[src/rtl/led_blink_sequencer.sv]
// rtl/led_blink_sequencer.sv - LED blink sequencer: N ON/OFF blinks of programmable length
// All outputs are registered alongside the state; a phase ends when the prescaler wraps on the last base tick.
module led_blink_sequencer #(
    parameter int TICK_MAX = 24_999_999
) (
    input  logic       sys_clk,
    input  logic       sys_rst_n,
    input  logic       start,
    input  logic       abort,
    input  logic [3:0] blink_cnt,
    input  logic [1:0] period_sel,
    output logic       led_out,
    output logic       busy,
    output logic       done
);

    localparam int PW = (TICK_MAX > 0) ? $clog2(TICK_MAX + 1) : 1;
    localparam logic [PW-1:0] PRE_MAX = PW'(TICK_MAX);

    typedef enum logic [1:0] {
        S_IDLE,
        S_ON,
        S_OFF,
        S_DONE
    } state_t;

    state_t        state;
    logic [PW-1:0] prescaler;
    logic [1:0]    tick_cnt;
    logic [3:0]    remaining;
    logic [1:0]    phase;

    logic base_tick;
    logic phase_end;

    assign base_tick = (prescaler == PRE_MAX);
    assign phase_end = base_tick && (tick_cnt == phase);

    always_ff @(posedge sys_clk or negedge sys_rst_n) begin
        if (!sys_rst_n) begin
            state     <= S_IDLE;
            prescaler <= '0;
            tick_cnt  <= '0;
            remaining <= '0;
            phase     <= '0;
            led_out   <= 1'b0;
            busy      <= 1'b0;
            done      <= 1'b0;
        end else begin
            case (state)
                S_IDLE: begin
                    prescaler <= '0;
                    tick_cnt  <= '0;
                    led_out   <= 1'b0;
                    busy      <= 1'b0;
                    done      <= 1'b0;
                    if (start && !abort && (blink_cnt != 4'd0)) begin
                        remaining <= blink_cnt;
                        phase     <= period_sel;
                        state     <= S_ON;
                        led_out   <= 1'b1;
                        busy      <= 1'b1;
                    end
                end

                S_ON, S_OFF: begin
                    if (abort) begin
                        state     <= S_IDLE;
                        prescaler <= '0;
                        tick_cnt  <= '0;
                        led_out   <= 1'b0;
                        busy      <= 1'b0;
                        done      <= 1'b0;
                    end else if (phase_end) begin
                        prescaler <= '0;
                        tick_cnt  <= '0;
                        if (state == S_ON) begin
                            state   <= S_OFF;
                            led_out <= 1'b0;
                        end else begin
                            remaining <= remaining - 4'd1;
                            // remaining is decremented here, so 1 means this was the last blink
                            if (remaining == 4'd1) begin
                                state <= S_DONE;
                                done  <= 1'b1;
                            end else begin
                                state   <= S_ON;
                                led_out <= 1'b1;
                            end
                        end
                    end else begin
                        prescaler <= base_tick ? '0 : prescaler + 1'b1;
                        if (base_tick) begin
                            tick_cnt <= tick_cnt + 2'd1;
                        end
                    end
                end

                S_DONE: begin
                    state     <= S_IDLE;
                    prescaler <= '0;
                    tick_cnt  <= '0;
                    led_out   <= 1'b0;
                    busy      <= 1'b0;
                    done      <= 1'b0;
                end

                default: begin
                    state     <= S_IDLE;
                    prescaler <= '0;
                    tick_cnt  <= '0;
                    led_out   <= 1'b0;
                    busy      <= 1'b0;
                    done      <= 1'b0;
                end
            endcase
        end
    end

endmodule

[config.mk]
export PLATFORM = sky130hd
export DESIGN_NAME = led_blink_sequencer
export DESIGN_NICKNAME = d
export VERILOG_FILES = /design/src/rtl/led_blink_sequencer.sv
export SDC_FILE = /design/constraint.sdc
export NUM_CORES = 1
export LEC_CHECK = 0
export BUFFER_PORTS_ARGS = -buffer_cell sky130_fd_sc_hd__buf_2
export CAP_MARGIN = 25
export CORE_MARGIN = 8
export CORE_UTILIZATION = 40
export DETAILED_ROUTE_END_ITERATION = 6
export MAX_ROUTING_LAYER = met4
export PLACE_DENSITY = 0.65
export SYNTH_ARGS = -nofsm -noshare
export SYNTH_HDL_FRONTEND = slang
export SYNTH_SLANG_ARGS = --single-unit
[constraint.sdc]
create_clock -name sys_clk -period 2.02 [get_ports sys_clk]
set_input_delay 0.202 -clock sys_clk [delete_from_list [all_inputs] [get_ports sys_clk]]
set_output_delay 0.202 -clock sys_clk [all_outputs]
set_load 0.1 [all_outputs]
Word-level counts from Yosys, hierarchy flattened
Index checks and enable logic that the tools add are counted.
- flip-flop bits (word level): 38
- latch bits: 0
- bits in writable memories: 0
- ROM bits: 0
- bits of input ports: 10
- word-level logic and storage cells: 73
- memories: 0
- $add $sub $neg: 3
- multipliers: 0
- divide/modulo/power cells: 0
- order comparisons: 0
- equal/unequal tests: 16
- shift operators: 0
- multiplexer cells: 32
- bitwise gates (word level): 0
- reduce and logical (&&, ||, !) cells: 14
- operator list (operator ; number):
    $mux 25 ; 3
    $pmux 25 s2 ; 1
    $add 25x1->25 const B ; 1
    $eq 25x25->1 const B ; 1
    $mux 2 ; 8
    $mux 4 ; 4
    $mux 1 ; 10
    $ne 2x2->1 const B ; 5
    $ne 3x3->1 const B ; 3
    $ne 4x4->1 const B ; 2
    $pmux 4 s2 ; 1
    $pmux 1 s3 ; 2
    $pmux 2 s3 ; 1
    $reduce_and 2->1 ; 3
    $reduce_and 5->1 ; 1
    $eq 2x2->1 const B ; 2
    $eq 4x1->1 const B ; 1
    $pmux 2 s2 ; 1
    $reduce_bool 4->1 ; 1
    $reduce_or 2->1 ; 2
    $sub 4x1->4 const B ; 1
    $logic_and 1x1->1 ; 3
    $reduce_and 3->1 ; 1
    $add 2x1->2 const B ; 1
    other kinds (6) ; 6

Longest topological paths before layout
- word-level depth: 6
- depth in mapped cells: 8
- depth with buffers taken out: 7

Worst setup path after synthesis
No wires, ideal clock.
- kind: flip-flop to flip-flop
- start point: register state[0]
- end point: register remaining[0]
- library setup time: 69 ps
- arrival: 2029 ps
- required time: 1951 ps
- slack: -78 ps
- cell stages (with the launch flop): 9
- path buffers: 1
- period minus slack after synthesis: 2098 ps
- cell sequence: dfrtp_1 inv_1 ha_1 buf_2 nor3b_1 a21oi_1 or2_2 or4_1 nand3_1
- word-level cells in the longest chain between the ends: 4
- ends and longest elaborated chain (item ; line ; source):
    from (decl) ; 27 ; state_t state;
    from (signal assigned) ; 41 ; state <= S_IDLE;
    from (signal assigned) ; 60 ; state <= S_ON;
    from (signal assigned) ; 68 ; state <= S_IDLE;
    $eq 2x1->1 or $eq 2x2->1 (tied branches) ; 50, 77 ;
    $reduce_or 2->1 ; 50 ; case (state)
    $ne 2x2->1 (no source line) or $reduce_bool 2->1 (tied branches) ; -- ;
    $reduce_and 5->1 (no source line) ; -- ;
    to (signal assigned) ; 58 ; remaining <= blink_cnt;
    to (signal assigned) ; 81 ; remaining <= remaining - 4'd1;
    to (decl) ; 30 ; logic [3:0] remaining;
Parallel ways exist; a longest one is shown, timed or not.
A chain may end at the register's enable or synchronous reset.

Worst setup path after layout
- start point: register prescaler[10]
- end point: register remaining[3]
- word-level cells in the longest chain between the ends: 4
- ends and longest elaborated chain (item ; line ; source):
    from (decl) ; 28 ; logic [PW-1:0] prescaler;
    from (signal assigned) ; 92 ; prescaler <= base_tick ? '0 : prescaler + 1'b1;
    $eq 25x25->1 ; 36 ; assign base_tick = (prescaler == PRE_MAX);
    $logic_and 1x1->1 ; 37 ; assign phase_end = base_tick && (tick_cnt == phase);
    $ne 2x2->1 (no source line) ; -- ;
    $reduce_and 5->1 (no source line) ; -- ;
Every way passes these cells.

==> results.md <==
* Fillers at 439
* Worst-path clk slew at roughly 0.08 ns
* Grt ovf at 0
* Hold Startpoint: period_sel[0]
* Warnings from Yosys at 0
* CP Class: flop to flop
* Hold Path Sink: phase[0]
* CTS sink count at 38
* Yosys cell types at slightly above 40
* Final wirelength at between 4000 and 5000 um
* R2R depth at 6
* CP endpoint kind: flop
* Critical-path top delay cell: or4_4
* Crit-path max cell delay at ~0.55 ns
* Reg2reg start: prescaler[10]
* Fin area at ~0.0025 sq mm
* Drt wl/cell at 12.92 um
* Fmax at about 0.50 GHz
* MaxCap Viol Count at 0
* Fin crit share at 0.9904
* Final Wtd Congestion at between 0.8 and 0.9
* Clock buffer depth at 2
* Iter 0 DRT Violations at 85
* Die area at about 0.0075 sq mm
* Hold_ws at roughly 0.13 ns
* Die W at ~87 um
* Seq cells post-synth at 38
* Cells along the critical path: nor4_2 -> nand4b_1 -> or4_4 -> buf_6 -> o211ai_1 -> o311ai_1
* Cell Count, Final, Fillers Out at 318
* Clk Latency, worst-skew pair at around 0.3 ns
* Most common cell in the netlist: dfrtp_1
* Synth async-reset ratio at 1.000
* CTS tree: done
* XOR/XNOR Fraction of Synth Area at 0.1046
* Synth area leader: dfrtp_1
* CTS Root Cell: clkbuf_8
* Predominant post-synthesis flop cell: dfrtp_1
* IO buf count at 12
* ANT nets after route at 0
* Max VDD drop at ~540 uV
* Compound-Gate Fraction of Synth Area at 0.07970
* Starting Density at 0.4199
* First-pass GRT wire length at slightly above 7000 um
* Simple-gate portion of the synthesized area at 0.2696
* R2R setup slack at about 0.019 ns
* Setup crit start kind: flop
* Unrepaired setup endpoints after global routing: yes
* Residual DRC at 0
* Die Height at 86.88 um
* Pin count of the biggest net entering global routing at 24
* Crit. Startpoint: prescaler[10]
* Max-slew violation count at 0
* CP Max Fanout at 5
* EDFF count, synth at 0
* Critical Path RT at 2.19 ns
* Synth top area cells: dfrtp_1 (47%), xor2_1 (6.5%), nor2_1 (6.2%), nand3_1 (4.0%), xnor2_1 (3.9%)
* Antenna diodes at 0
* Number of global-route vias before repair at approximately 1600
* Clock period minus worst slack at ~2 ns
* Nets at around 270
* Sequential Area at 950.9 sq um
* RR Endpoint: remaining[3]
* Post-synth top area share at 0.4732
* Syn_area_per_cell at between 9 and 10 sq um
* Max_slew headroom at 0.6760
* Dpl cells at between 300 and 400
* Synth Area in Adders at 0.03113
* CTS H-tree depth at 2
* Mux contribution to synthesized area at 0.01619
* Worst slew pin tran at roughly 0.49 ns
* Placeable core area at ~0.0048 sq mm
* Initial antenna violation count at 0
* Vias per cell at around 5
* Via Count at between 1500 and 2000
* TritonCTS Buffers at 5
* PwrDens at slightly above 900 mW/mm^2
* Seq/Total Area, Yosys at 0.4732
* Share of cells above drive strength 1 at 0.2311
* Cell count of the worst hold path at 2
* Post-Syn Instances at around 210
* Area of the multi-input gates at ~0.0010 sq mm
* P&R area growth vs syn at 24.66%
* Syn_nets at ~220
* Area of placed instances at around 0.0024 sq mm
* Total Routing Usage GR at 0.1251
* Site row count at 25
* # setup viols final at 0
* Iteration count of the initial detailed-routing pass at 4
* CP arrival at 2.17 ns
* Top cells by count, synth: dfrtp_1 (38), nor2_1 (33), nand3_1 (16)
* Status: completed
* Leakage at 1.093 nW
* Post-Syn Area at 0.002009 sq mm
* Hold crit path type: input port to flop
* Final hold vios at 0
* Largest family of logic cells by synthesized area: simple AND/OR/NAND/NOR gates
* Final HPWL DP at 3018 um
* Clk_skew at just under 0.009 ns
* # IOs at 13
[timing repair]
item / 4_1_cts / 5_1_grt
pin swaps: 3 / 4
gates resized for setup: 1 / 2
cloned: 0 / 0
endpoints found under the setup margin: 4 / 6
hold endpoints to repair: 18 / 0
setup buffers: 0 / 1
hold buffers: 1 / 0
[metrics by stage]
step	setup slack, ns	TNS, ns	utilization	total power [mW]
3_3_place_gp	0.04313	0	0.4931	1.668
5_1_grt	-0.04762	-0.1594	0.5234	2.472
4_1_cts	0.002953	0	0.5197	2.337
6_report	0.01942	0	0.5234	2.317
3_5_place_dp	-0.04750	-0.08840	0.4931	1.680
2_1_floorplan	0.004560	0	-	1.417
[placed cells by master, fill, tap and decap left out, types with 2 or more instances in the layout]
cell type / n
a21oi_1: 9
a22oi_1: 2
and3_1: 3
and4b_1: 2
and4bb_1: 2
buf_2: 12
buf_4: 25
clkbuf_8: 5
clkinvlp_4: 2
dfrtp_1: 38
ha_1: 4
inv_1: 9
mux2_2: 2
nand2_1: 7
nand2b_1: 3
nand3_1: 15
nand3b_1: 2
nand4_1: 6
nor2_1: 33
nor2b_1: 4
nor3_1: 5
nor3b_1: 2
nor4_1: 2
nor4_2: 2
o211ai_1: 3
o21ai_0: 2
o311ai_1: 2
or3_1: 3
or4_1: 2
xnor2_1: 9
xor2_1: 15
[flip-flops by register name (all words and copies together), names as in the netlist]
register   cells
done           1
tick_cnt       2
phase          2
led_out        1
prescaler     25
state          2
remaining      4
busy           1
[logic make-up after synthesis]
| group | count (synthesis) |
|---|---|
| compound gates | 24 |
| mux | 3 |
| flops | 38 |
| xor+xnor | 24 |
| fa+ha+maj | 5 |
| simple gates | 100 |
| buf+inv | 13 |
[worst max-delay path: cells and delay by family, from the launching register on]
| family | cells | cell delay [ns] |
|---|---|---|
| DFF | 1 | 0.39 |
| AOI/OAI and AO/OA | 2 | 0.28 |
| buffers and inverters | 1 | 0.15 |
| and+or+nand+nor | 3 | 1.04 |
[layout make-up]
class                           instances  share of cell area
Clock buffer                            5             0.02747
Clock inverter                          3             0.01798
Inverter                                9             0.01349
Multi-Input combinational cell        156              0.4126
Sequential cell                        38              0.3796
Tap cell                               67             0.03347
Timing Repair Buffer                   40              0.1154
[per-layer routing]
| metal | global-route usage | vias up | part of all wire |
|---|---|---|---|
| met3 | 0.03113 | 8 | 0.028 |
| met1 | 0.1605 | 775 | 0.52 |
| met5 | - | - | 0 |
| met4 | 0.05164 | 0 | 0.016 |
| li1 | - | 813 | - |
| met2 | 0.1832 | 20 | 0.44 |
[worst max path at each step]
| stage | to | slack (ns) | depth (start not counted) |
|---|---|---|---|
| after floorplan | state[1] | 0.005 | 7 |
| after global placement | remaining[3] | 0.04 | 6 |
| after detailed placement | remaining[3] | -0.05 | 6 |
| after CTS | remaining[3] | 0.003 | 7 |
| after global routing | tick_cnt[0] | -0.05 | 5 |
| final | remaining[3] | 0.02 | 6 |
[power by group]
part	leakage, nW	switching (mW)	internal (mW)
clock	0.0504	0.286	0.367
combinational	0.534	0.403	0.334
sequential	0.509	0.0814	0.845
Note: power is estimated with default switching activity, not from simulation.
